--- src/rtl/csr_pkg.sv ---
// Shared definitions for the ALU CSR APB slave.
//   state_t    : APB transfer FSM states
//   REG_CTRL   : register index of CTRL
//   reg_res    : register index of RES for n operand registers
//   reg_status : register index of STATUS for n operand registers
package csr_pkg;

    typedef enum logic [1:0] {
        IDLE,
        SETUP,
        ACCESS
    } state_t;

    localparam int unsigned REG_CTRL = 0;

    function automatic int unsigned reg_res(input int unsigned n);
        return n + 1;
    endfunction

    function automatic int unsigned reg_status(input int unsigned n);
        return n + 2;
    endfunction

endpackage

--- src/rtl/apb_csr_slave_if.sv ---
// APB bus bundle between a master and the CSR slave.
//   paddr/psel/penable/pwrite/pwdata : master -> slave
//   pready/pslverr/prdata            : slave -> master
interface apb_csr_slave_if #(
    parameter int unsigned ADDR_WIDTH   = 4,
    parameter int unsigned APB_BUS_SIZE = 32
);
    logic [ADDR_WIDTH-1:0]   paddr;
    logic                    psel;
    logic                    penable;
    logic                    pwrite;
    logic [APB_BUS_SIZE-1:0] pwdata;
    logic                    pready;
    logic                    pslverr;
    logic [APB_BUS_SIZE-1:0] prdata;

    modport master (
        output paddr, psel, penable, pwrite, pwdata,
        input  pready, pslverr, prdata
    );

    modport slave (
        input  paddr, psel, penable, pwrite, pwdata,
        output pready, pslverr, prdata
    );
endinterface

--- src/rtl/csr_addr_decoder.sv ---
// Combinational register-map decoder for the CSR slave.
//   addr, write, op      : latched transfer attributes
//   full_in, empty_out   : FIFO flags gating writes / RES reads
//   sel_ctrl, sel_data,
//   sel_res, sel_status  : one-hot register selects
//   err                  : transfer must complete with pslverr
module csr_addr_decoder
    import csr_pkg::*;
#(
    parameter int unsigned NUM_OPERANDS   = 2,
    parameter int unsigned ADDR_WIDTH     = 4,
    parameter int unsigned OPERATION_SIZE = 2,
    parameter logic [(1<<OPERATION_SIZE)-1:0] VALID_OP_MASK = 4'b0110
) (
    input  logic [ADDR_WIDTH-1:0]     addr,
    input  logic                      write,
    input  logic [OPERATION_SIZE-1:0] op,
    input  logic                      full_in,
    input  logic                      empty_out,
    output logic                      sel_ctrl,
    output logic [NUM_OPERANDS-1:0]   sel_data,
    output logic                      sel_res,
    output logic                      sel_status,
    output logic                      err
);
    logic [31:0] idx;
    logic        wr_reg;

    always_comb begin
        idx        = 32'(addr);
        sel_ctrl   = (idx == REG_CTRL);
        sel_data   = '0;
        for (int unsigned k = 0; k < NUM_OPERANDS; k++) begin
            sel_data[k] = (idx == k + 1);
        end
        sel_res    = (idx == reg_res(NUM_OPERANDS));
        sel_status = (idx == reg_status(NUM_OPERANDS));
        wr_reg     = sel_ctrl | (|sel_data);
        err        = (idx > reg_status(NUM_OPERANDS))
                   | (!write && wr_reg)
                   | (write && (sel_res || sel_status))
                   | (write && wr_reg && full_in)
                   | (!write && sel_res && empty_out)
                   | (write && sel_ctrl && !VALID_OP_MASK[op]);
    end
endmodule

--- src/rtl/d_ff_async_en.sv ---
// Generic register with asynchronous active-high reset to zero and load enable.
//   clk, rst : clock, async reset
//   en       : load enable
//   d, q     : data in / registered data out (WIDTH bits)
module d_ff_async_en #(
    parameter int unsigned WIDTH = 1
) (
    input  logic             clk,
    input  logic             rst,
    input  logic             en,
    input  logic [WIDTH-1:0] d,
    output logic [WIDTH-1:0] q
);
    always_ff @(posedge clk or posedge rst) begin
        if (rst) begin
            q <= '0;
        end else if (en) begin
            q <= d;
        end
    end
endmodule

--- src/rtl/apb_csr_slave.sv ---
// APB slave / control unit for the ALU CSR bank.
//   clk, rst        : clock, async active-high reset
//   apb             : APB slave bundle (pready/pslverr/prdata registered)
//   start_bit       : CTRL start bit from the register bank
//   final_result    : FIFO_OUT head, returned on RES reads
//   fifo_out_status : returned on STATUS reads
//   full_in         : FIFO_IN full, rejects CTRL/operand writes
//   empty_out       : FIFO_OUT empty, rejects RES reads
//   en_ctrl/en_data : register write enable pulses
//   r_en_out        : FIFO_OUT pop pulse
//   w_en_in         : FIFO_IN push pulse
//   proto_err       : one-cycle APB protocol violation flag
module apb_csr_slave
    import csr_pkg::*;
#(
    parameter int unsigned NUM_OPERANDS   = 2,
    parameter int unsigned ADDR_WIDTH     = 4,
    parameter int unsigned APB_BUS_SIZE   = 32,
    parameter int unsigned OPERATION_SIZE = 2,
    parameter int unsigned FIFO_OUT_WIDTH = 25,
    parameter int unsigned RD_WAIT_STATES = 1,
    parameter logic [(1<<OPERATION_SIZE)-1:0] VALID_OP_MASK = 4'b0110
) (
    input  logic                      clk,
    input  logic                      rst,
    apb_csr_slave_if.slave            apb,
    input  logic                      start_bit,
    input  logic [FIFO_OUT_WIDTH-1:0] final_result,
    input  logic [FIFO_OUT_WIDTH-1:0] fifo_out_status,
    input  logic                      full_in,
    input  logic                      empty_out,
    output logic                      en_ctrl,
    output logic [NUM_OPERANDS-1:0]   en_data,
    output logic                      r_en_out,
    output logic                      w_en_in,
    output logic                      proto_err
);
    localparam int unsigned LW = ADDR_WIDTH + 1 + OPERATION_SIZE;

    state_t                    state;
    logic [3:0]                wait_cnt;
    logic                      pready_q, pslverr_q, en_ctrl_q, r_en_q, proto_q;
    logic [APB_BUS_SIZE-1:0]   prdata_q;
    logic [NUM_OPERANDS-1:0]   en_data_q;

    logic                      setup_req, latch_en;
    logic [LW-1:0]             xfer_q;
    logic [ADDR_WIDTH-1:0]     addr_q;
    logic                      write_q;
    logic [OPERATION_SIZE-1:0] op_q;
    logic                      ctrl_d;

    logic                      sel_ctrl, sel_res, sel_status, dec_err;
    logic [NUM_OPERANDS-1:0]   sel_data;
    logic                      unused_pwdata;

    assign unused_pwdata = ^apb.pwdata[APB_BUS_SIZE-1:OPERATION_SIZE];

    // A new setup phase is accepted from IDLE, or straight after a completed access.
    assign setup_req = apb.psel && !apb.penable;
    assign latch_en  = setup_req && ((state == IDLE) || (state == ACCESS && pready_q));

    d_ff_async_en #(.WIDTH(LW)) u_xfer_ff (
        .clk (clk),
        .rst (rst),
        .en  (latch_en),
        .d   ({apb.paddr, apb.pwrite, apb.pwdata[OPERATION_SIZE-1:0]}),
        .q   (xfer_q)
    );
    assign {addr_q, write_q, op_q} = xfer_q;

    csr_addr_decoder #(
        .NUM_OPERANDS   (NUM_OPERANDS),
        .ADDR_WIDTH     (ADDR_WIDTH),
        .OPERATION_SIZE (OPERATION_SIZE),
        .VALID_OP_MASK  (VALID_OP_MASK)
    ) u_dec (
        .addr       (addr_q),
        .write      (write_q),
        .op         (op_q),
        .full_in    (full_in),
        .empty_out  (empty_out),
        .sel_ctrl   (sel_ctrl),
        .sel_data   (sel_data),
        .sel_res    (sel_res),
        .sel_status (sel_status),
        .err        (dec_err)
    );

    always_ff @(posedge clk or posedge rst) begin
        if (rst) begin
            state     <= IDLE;
            wait_cnt  <= '0;
            pready_q  <= 1'b0;
            pslverr_q <= 1'b0;
            prdata_q  <= '0;
            en_ctrl_q <= 1'b0;
            en_data_q <= '0;
            r_en_q    <= 1'b0;
            proto_q   <= 1'b0;
        end else begin
            pready_q  <= 1'b0;
            pslverr_q <= 1'b0;
            prdata_q  <= '0;
            en_ctrl_q <= 1'b0;
            en_data_q <= '0;
            r_en_q    <= 1'b0;
            proto_q   <= 1'b0;
            case (state)
                IDLE: begin
                    if (apb.penable) begin
                        proto_q <= 1'b1;
                    end else if (apb.psel) begin
                        state <= SETUP;
                    end
                end
                SETUP: begin
                    if (!apb.psel || !apb.penable) begin
                        proto_q <= 1'b1;
                        state   <= IDLE;
                    end else begin
                        state <= ACCESS;
                        if (dec_err) begin
                            pready_q  <= 1'b1;
                            pslverr_q <= 1'b1;
                        end else if (write_q) begin
                            pready_q  <= 1'b1;
                            en_ctrl_q <= sel_ctrl;
                            en_data_q <= sel_data;
                        end else if (sel_res) begin
                            // Pop now; the data is sampled when pready rises.
                            r_en_q <= 1'b1;
                            if (RD_WAIT_STATES == 0) begin
                                pready_q <= 1'b1;
                                prdata_q <= APB_BUS_SIZE'(final_result);
                            end else begin
                                wait_cnt <= 4'(RD_WAIT_STATES);
                            end
                        end else if (sel_status) begin
                            pready_q <= 1'b1;
                            prdata_q <= APB_BUS_SIZE'(fifo_out_status);
                        end else begin
                            pready_q  <= 1'b1;
                            pslverr_q <= 1'b1;
                        end
                    end
                end
                ACCESS: begin
                    if (pready_q) begin
                        state <= setup_req ? SETUP : IDLE;
                    end else if (!apb.psel) begin
                        proto_q  <= 1'b1;
                        state    <= IDLE;
                        wait_cnt <= '0;
                    end else if (wait_cnt == 4'd1) begin
                        pready_q <= 1'b1;
                        prdata_q <= APB_BUS_SIZE'(final_result);
                        wait_cnt <= '0;
                    end else begin
                        wait_cnt <= wait_cnt - 4'd1;
                    end
                end
                default: state <= IDLE;
            endcase
        end
    end

    // Push follows the CTRL write by one cycle so the freshly written start bit is seen.
    d_ff_async_en #(.WIDTH(1)) u_ctrl_d (
        .clk (clk),
        .rst (rst),
        .en  (1'b1),
        .d   (en_ctrl_q),
        .q   (ctrl_d)
    );

    assign w_en_in     = ctrl_d & start_bit;
    assign en_ctrl     = en_ctrl_q;
    assign en_data     = en_data_q;
    assign r_en_out    = r_en_q;
    assign proto_err   = proto_q;
    assign apb.pready  = pready_q;
    assign apb.pslverr = pslverr_q;
    assign apb.prdata  = prdata_q;
endmodule

--- src/flat_wrapper.sv ---
// flat-port wrapper written by rule: the top's interface ports become plain ports
module apb_csr_slave_flat import csr_pkg::*;
#(
    parameter int unsigned NUM_OPERANDS   = 2,
    parameter int unsigned ADDR_WIDTH     = 4,
    parameter int unsigned APB_BUS_SIZE   = 32,
    parameter int unsigned OPERATION_SIZE = 2,
    parameter int unsigned FIFO_OUT_WIDTH = 25,
    parameter int unsigned RD_WAIT_STATES = 1,
    parameter logic [(1<<OPERATION_SIZE)-1:0] VALID_OP_MASK = 4'b0110
)
  (clk, rst, start_bit, final_result, fifo_out_status, full_in, empty_out, en_ctrl, en_data, r_en_out, w_en_in, proto_err, apb_paddr, apb_psel, apb_penable, apb_pwrite, apb_pwdata, apb_pready, apb_pslverr, apb_prdata);
  apb_csr_slave_if #(.ADDR_WIDTH(ADDR_WIDTH), .APB_BUS_SIZE(APB_BUS_SIZE)) apb_i ();
  input  logic clk;
  input  logic rst;
  input  logic start_bit;
  input  logic [FIFO_OUT_WIDTH-1:0] final_result;
  input  logic [FIFO_OUT_WIDTH-1:0] fifo_out_status;
  input  logic full_in;
  input  logic empty_out;
  output logic en_ctrl;
  output logic [NUM_OPERANDS-1:0] en_data;
  output logic r_en_out;
  output logic w_en_in;
  output logic proto_err;
  input wire logic [$bits(apb_i.paddr)-1:0] apb_paddr;
  input wire logic [$bits(apb_i.psel)-1:0] apb_psel;
  input wire logic [$bits(apb_i.penable)-1:0] apb_penable;
  input wire logic [$bits(apb_i.pwrite)-1:0] apb_pwrite;
  input wire logic [$bits(apb_i.pwdata)-1:0] apb_pwdata;
  output wire logic [$bits(apb_i.pready)-1:0] apb_pready;
  output wire logic [$bits(apb_i.pslverr)-1:0] apb_pslverr;
  output wire logic [$bits(apb_i.prdata)-1:0] apb_prdata;
  assign apb_i.paddr = apb_paddr;
  assign apb_i.psel = apb_psel;
  assign apb_i.penable = apb_penable;
  assign apb_i.pwrite = apb_pwrite;
  assign apb_i.pwdata = apb_pwdata;
  assign apb_pready = apb_i.pready;
  assign apb_pslverr = apb_i.pslverr;
  assign apb_prdata = apb_i.prdata;
  apb_csr_slave #(.NUM_OPERANDS(NUM_OPERANDS), .ADDR_WIDTH(ADDR_WIDTH), .APB_BUS_SIZE(APB_BUS_SIZE), .OPERATION_SIZE(OPERATION_SIZE), .FIFO_OUT_WIDTH(FIFO_OUT_WIDTH), .RD_WAIT_STATES(RD_WAIT_STATES), .VALID_OP_MASK(VALID_OP_MASK)) u_core (.clk(clk), .rst(rst), .apb(apb_i), .start_bit(start_bit), .final_result(final_result), .fifo_out_status(fifo_out_status), .full_in(full_in), .empty_out(empty_out), .en_ctrl(en_ctrl), .en_data(en_data), .r_en_out(r_en_out), .w_en_in(w_en_in), .proto_err(proto_err));
endmodule
--- config.mk ---
export PLATFORM = sky130hd
export DESIGN_NAME = apb_csr_slave_flat
export DESIGN_NICKNAME = d
export VERILOG_FILES = /design/src/rtl/csr_pkg.sv /design/src/rtl/apb_csr_slave_if.sv /design/src/rtl/csr_addr_decoder.sv /design/src/rtl/d_ff_async_en.sv /design/src/rtl/apb_csr_slave.sv /design/src/flat_wrapper.sv
export SDC_FILE = /design/constraint.sdc
export NUM_CORES = 1
export LEC_CHECK = 0
export BUFFER_PORTS_ARGS = -buffer_cell sky130_fd_sc_hd__buf_4
export CAP_MARGIN = 20
export CORE_ASPECT_RATIO = 0.5
export CORE_MARGIN = 5
export CORE_UTILIZATION = 40
export CTS_CLUSTER_SIZE = 25
export DETAILED_ROUTE_END_ITERATION = 8
export PLACE_DENSITY_LB_ADDON = 0.05
export SYNTH_ARGS = -nofsm -noshare
export SYNTH_HDL_FRONTEND = slang
export SYNTH_HIERARCHICAL = 1
export SYNTH_SLANG_ARGS = --single-unit
--- constraint.sdc ---
create_clock -name clk -period 2.4 [get_ports clk]
set_input_delay 0.36 -clock clk [delete_from_list [all_inputs] [get_ports clk]]
set_output_delay 0.36 -clock clk [all_outputs]
set_load 0.005 [all_outputs]
==> results.rst <==
.. list-table::
   :header-rows: 1

   * - Metric
     - Value
   * - Weighted congestion at the end of routability-driven global placement
     - 0.8206
   * - Vias in the first global route
     - 1923
   * - Reg2reg end
     - u_core/wait_cnt[3]
   * - Actual slew at the worst max-slew pin
     - 0.6168 ns
   * - Cells traversed along the worst timing path
     - or3b_1, nor2_1, o211ai_1, or3b_4, a2bb2oi_1, a21o_4, a211o_1
   * - Number of cell instances on the worst register-to-register path
     - 7
   * - Netlist Area Pre-Place
     - 2464 µm²
   * - Final period demand of the worst path
     - 2.250 ns
   * - VDD IR max
     - 0.3167 mV
   * - Routed length per instance
     - 13.47 µm
   * - Internal reg-to-reg setup slack
     - 0.15 ns
   * - Multiplexer fraction of the synthesized cell area
     - 0.05891
   * - Gate count of the mapped netlist
     - 199
   * - Syn_area_per_cell
     - between 10 and 15 µm²
   * - Avg Vias per Cell
     - 4.650
   * - Destination of the critical timing path
     - u_core/wait_cnt[3]
   * - Worst hold slack
     - 0.3093 ns
   * - IO buf count
     - 96
   * - Clock-pin slew of the registers on the worst-case setup and hold paths
     - approximately 0.060 ns
   * - # clock sinks
     - 46
   * - Highest-count cells in the layout ignoring fill and taps
     - 102 x sky130_fd_sc_hd__buf_4, 46 x sky130_fd_sc_hd__dfrtp_1, 20 x sky130_fd_sc_hd__a22oi_2, 20 x sky130_fd_sc_hd__nor2b_2, 12 x sky130_fd_sc_hd__nor2_1
   * - Die Span X
     - 121.0 µm
   * - Area added between synthesis and finish
     - 39.72%
   * - Total Die Area
     - 7924 µm²
   * - Fraction of final layout cells with drive strength greater than 1
     - 0.5512
   * - Number of antenna violations at the first check in global routing
     - 0
   * - Arithmetic-cell share of the synthesized area counting full adders, half adders and majority gates
     - 0.03047
   * - Number of top-level pins
     - 134
   * - Share of the synthesized area in compound gates (AO/OA/AOI/OAI)
     - 0.1788
   * - Critical setup path kind
     - reg2reg
   * - Largest family of logic cells by synthesized area
     - simple AND/OR/NAND/NOR gates
   * - Root buffer cell
     - sky130_fd_sc_hd__clkbuf_16
   * - Most common cell after layout, fill and taps aside
     - sky130_fd_sc_hd__buf_4
   * - Status
     - finished clean
   * - Simple-gate share of the synthesized area
     - 0.1971
   * - Number of iterations in the first detailed-routing pass
     - 4
   * - Final Setup Violations
     - 0
   * - Cell Rows
     - 20
   * - Clock insertion delay at the later pin of the skew report
     - 0.28 ns
   * - Fmax
     - 444.5 MHz
   * - #FFs+latches synth
     - 46
   * - Dominant register cell in the synthesized netlist
     - sky130_fd_sc_hd__dfrtp_1
   * - Setup TNS Final
     - 0 ns
   * - HP Class
     - in2reg
   * - Critical path's slowest cell
     - sky130_fd_sc_hd__dfrtp_1
   * - Xor-xnor portion of the synthesized cell area
     - 0.003555
   * - Max stage delay on crit path
     - about 0.41 ns
   * - Crit. End Element
     - flip-flop
   * - Final setup skew
     - 0.004732 ns
   * - NumNets Final
     - 402
   * - Total wirelength of the detailed-routed design
     - 5266 µm
   * - Yosys warns
     - 6
   * - Initial cell density of the core
     - 0.4085
   * - First-pass GRT wire length
     - 8838 µm
   * - Data arrival time at the worst-slack endpoint
     - 2.41 ns
   * - Start of the worst register-to-register path
     - u_core/u_xfer_ff/q[4]
   * - Power per cell area
     - 769.8 nW/µm²
   * - RSZ-0062 raised after global routing
     - no
   * - Fraction of registers with async set/reset
     - 1.000
   * - Top fanout value on the critical path
     - 4
   * - Count of final hold-check violations
     - 0
   * - Number of filler cells placed in the layout
     - slightly above 500
   * - DRT iter0 DRCs
     - 92
   * - HPWL after detailed placement
     - just over 4000 µm
   * - Max_cap viols
     - 0
   * - CP required
     - 2.56 ns
   * - Final number of max-transition violations
     - 0
   * - Final global-route overflow total
     - 0
   * - Distinct cell type count of the synthesized netlist
     - 43
   * - Floorplan die height
     - 65.50 µm
   * - Worst setup path start
     - u_core/u_xfer_ff/q[4]
   * - Core Region
     - 6031 µm²
   * - Final period utilization
     - 0.9375
   * - Standby leakage power
     - 1.602 nW
   * - Worst-case headroom to the max-slew limit
     - 0.5888
   * - Largest net degree at the start of global routing
     - 39
   * - EDFF count, synth
     - 0
   * - Remaining number of nets flagged by the antenna check after routing
     - 0
   * - Post-cts repair resize count
     - 0
   * - Number of levels in the clock H-tree
     - 2
   * - DR vias
     - 1818
   * - Overall global routing resource usage
     - 0.1397
   * - Longest Clk Path Bufs
     - 2
   * - Inserted Diodes
     - 0
   * - TritonCTS clock tree
     - built
   * - Sequential area share after synthesis
     - 0.4672
   * - CP Launch Type
     - flip-flop
   * - Number of clock buffers inserted by TritonCTS
     - 5
   * - Number of remaining DRC errors
     - 0
==> per-layer routing <==
layer  track usage  part of all wire
met1        0.1705              0.41
met2        0.2329              0.49
met3       0.05589             0.091
met4       0.03531            0.0059
met5             0                 0
==> cell families after synthesis <==
kind of cell	after synthesis
other	2
xor gates and xnor gates	1
AOI/OAI and AO/OA	44
buffers and inverters	23
DFF	46
adders and majority gates	6
and+or+nand+nor	67
muxes	10
==> cell usage after synthesis (2+ instances only) <==
cell,count,area share
sky130_fd_sc_hd__a22oi_2,20,0.10
sky130_fd_sc_hd__nor3b_1,2,0.0061
sky130_fd_sc_hd__nor2_1,12,0.018
sky130_fd_sc_hd__inv_1,9,0.014
sky130_fd_sc_hd__conb_1,2,0.0030
sky130_fd_sc_hd__ha_1,6,0.030
sky130_fd_sc_hd__buf_4,7,0.021
sky130_fd_sc_hd__buf_6,5,0.023
sky130_fd_sc_hd__clkbuf_1,2,0.0030
sky130_fd_sc_hd__nand2_1,3,0.0046
sky130_fd_sc_hd__nand2b_1,3,0.0076
sky130_fd_sc_hd__dfrtp_1,46,0.47
sky130_fd_sc_hd__nor4_4,2,0.017
sky130_fd_sc_hd__a22oi_1,5,0.015
sky130_fd_sc_hd__nor4_1,2,0.0051
sky130_fd_sc_hd__nor3_1,3,0.0061
sky130_fd_sc_hd__nor2b_1,7,0.018
sky130_fd_sc_hd__a21oi_1,3,0.0061
sky130_fd_sc_hd__nor2b_2,20,0.071
sky130_fd_sc_hd__o21ai_0,3,0.0061
sky130_fd_sc_hd__nor4b_1,2,0.0071
sky130_fd_sc_hd__and2_1,4,0.010
sky130_fd_sc_hd__mux2_4,9,0.055
sky130_fd_sc_hd__a22o_1,2,0.0071
sky130_fd_sc_hd__o211ai_1,2,0.0061
==> final cells by class <==
cell class,count,area (µm²),share of cell area
sequential,46,1151,0.3344
timing repair buffer,104,795.8,0.2312
clock inverter,2,37.54,0.01091
clock buffer,6,128.9,0.03744
multi-input combinational,136,1185,0.3442
inverter,9,33.78,0.009815
tap,88,110.1,0.03199
==> worst max-delay path, delay by kind of cell, from the launching register on <==
kind               cells  cell delay (ns)
AOI/OAI and AO/OA      4             0.82
and+or+nand+nor        3             0.91
DFF                    1             0.41
==> registers in the layout, indices dropped and copies added (netlist names) <==
| signal | cells |
|---|---|
| u_core/apb.pready | 1 |
| u_core/apb.prdata | 25 |
| u_core/state | 2 |
| u_core/u_xfer_ff/q | 7 |
| u_core/r_en_out | 1 |
| u_core/en_data | 2 |
| u_core/apb.pslverr | 1 |
| u_core/u_ctrl_d/q | 1 |
| u_core/wait_cnt | 4 |
| u_core/en_ctrl | 1 |
| u_core/proto_err | 1 |
==> report_power, final <==
part           internal, mW  switching, mW
Sequential            0.877          0.117
Combinational         0.501          0.385
Clock                 0.491          0.279
==> per-stage QoR <==
step	power (mW)	util	setup WS, ns	cells	cell area, µm²
after floorplan	1.621	-	0.1547	205	2486
after global placement	1.872	0.5402	0.1596	381	3258
after detailed placement	1.887	0.5402	0.1465	381	3258
after CTS	2.680	0.5695	0.1190	390	3435
after global routing	2.833	0.5707	0.01953	391	3442
final	2.650	0.5707	0.1501	391	3442
==> how the worst min path moves through the flow <==
stage	end	start	cells past startpoint
4_1_cts	u_core/u_xfer_ff/q[2]	apb_pwrite	2
5_1_grt	u_core/u_xfer_ff/q[2]	apb_pwrite	2
3_5_place_dp	u_core/u_ctrl_d/q	rst	2
3_3_place_gp	u_core/u_ctrl_d/q	rst	2
2_1_floorplan	u_core/u_ctrl_d/q	rst	1
6_report	u_core/u_xfer_ff/q[2]	apb_pwrite	2
==> repair_timing <==
item                                    in CTS  in global routing
endpoints found under the setup margin       0                  1
buffers inserted                             0                  1
hold endpoints to repair                     1                  0
hold buffers                                 1                  0
No activity file was read; power rests on OpenSTA's default activity.
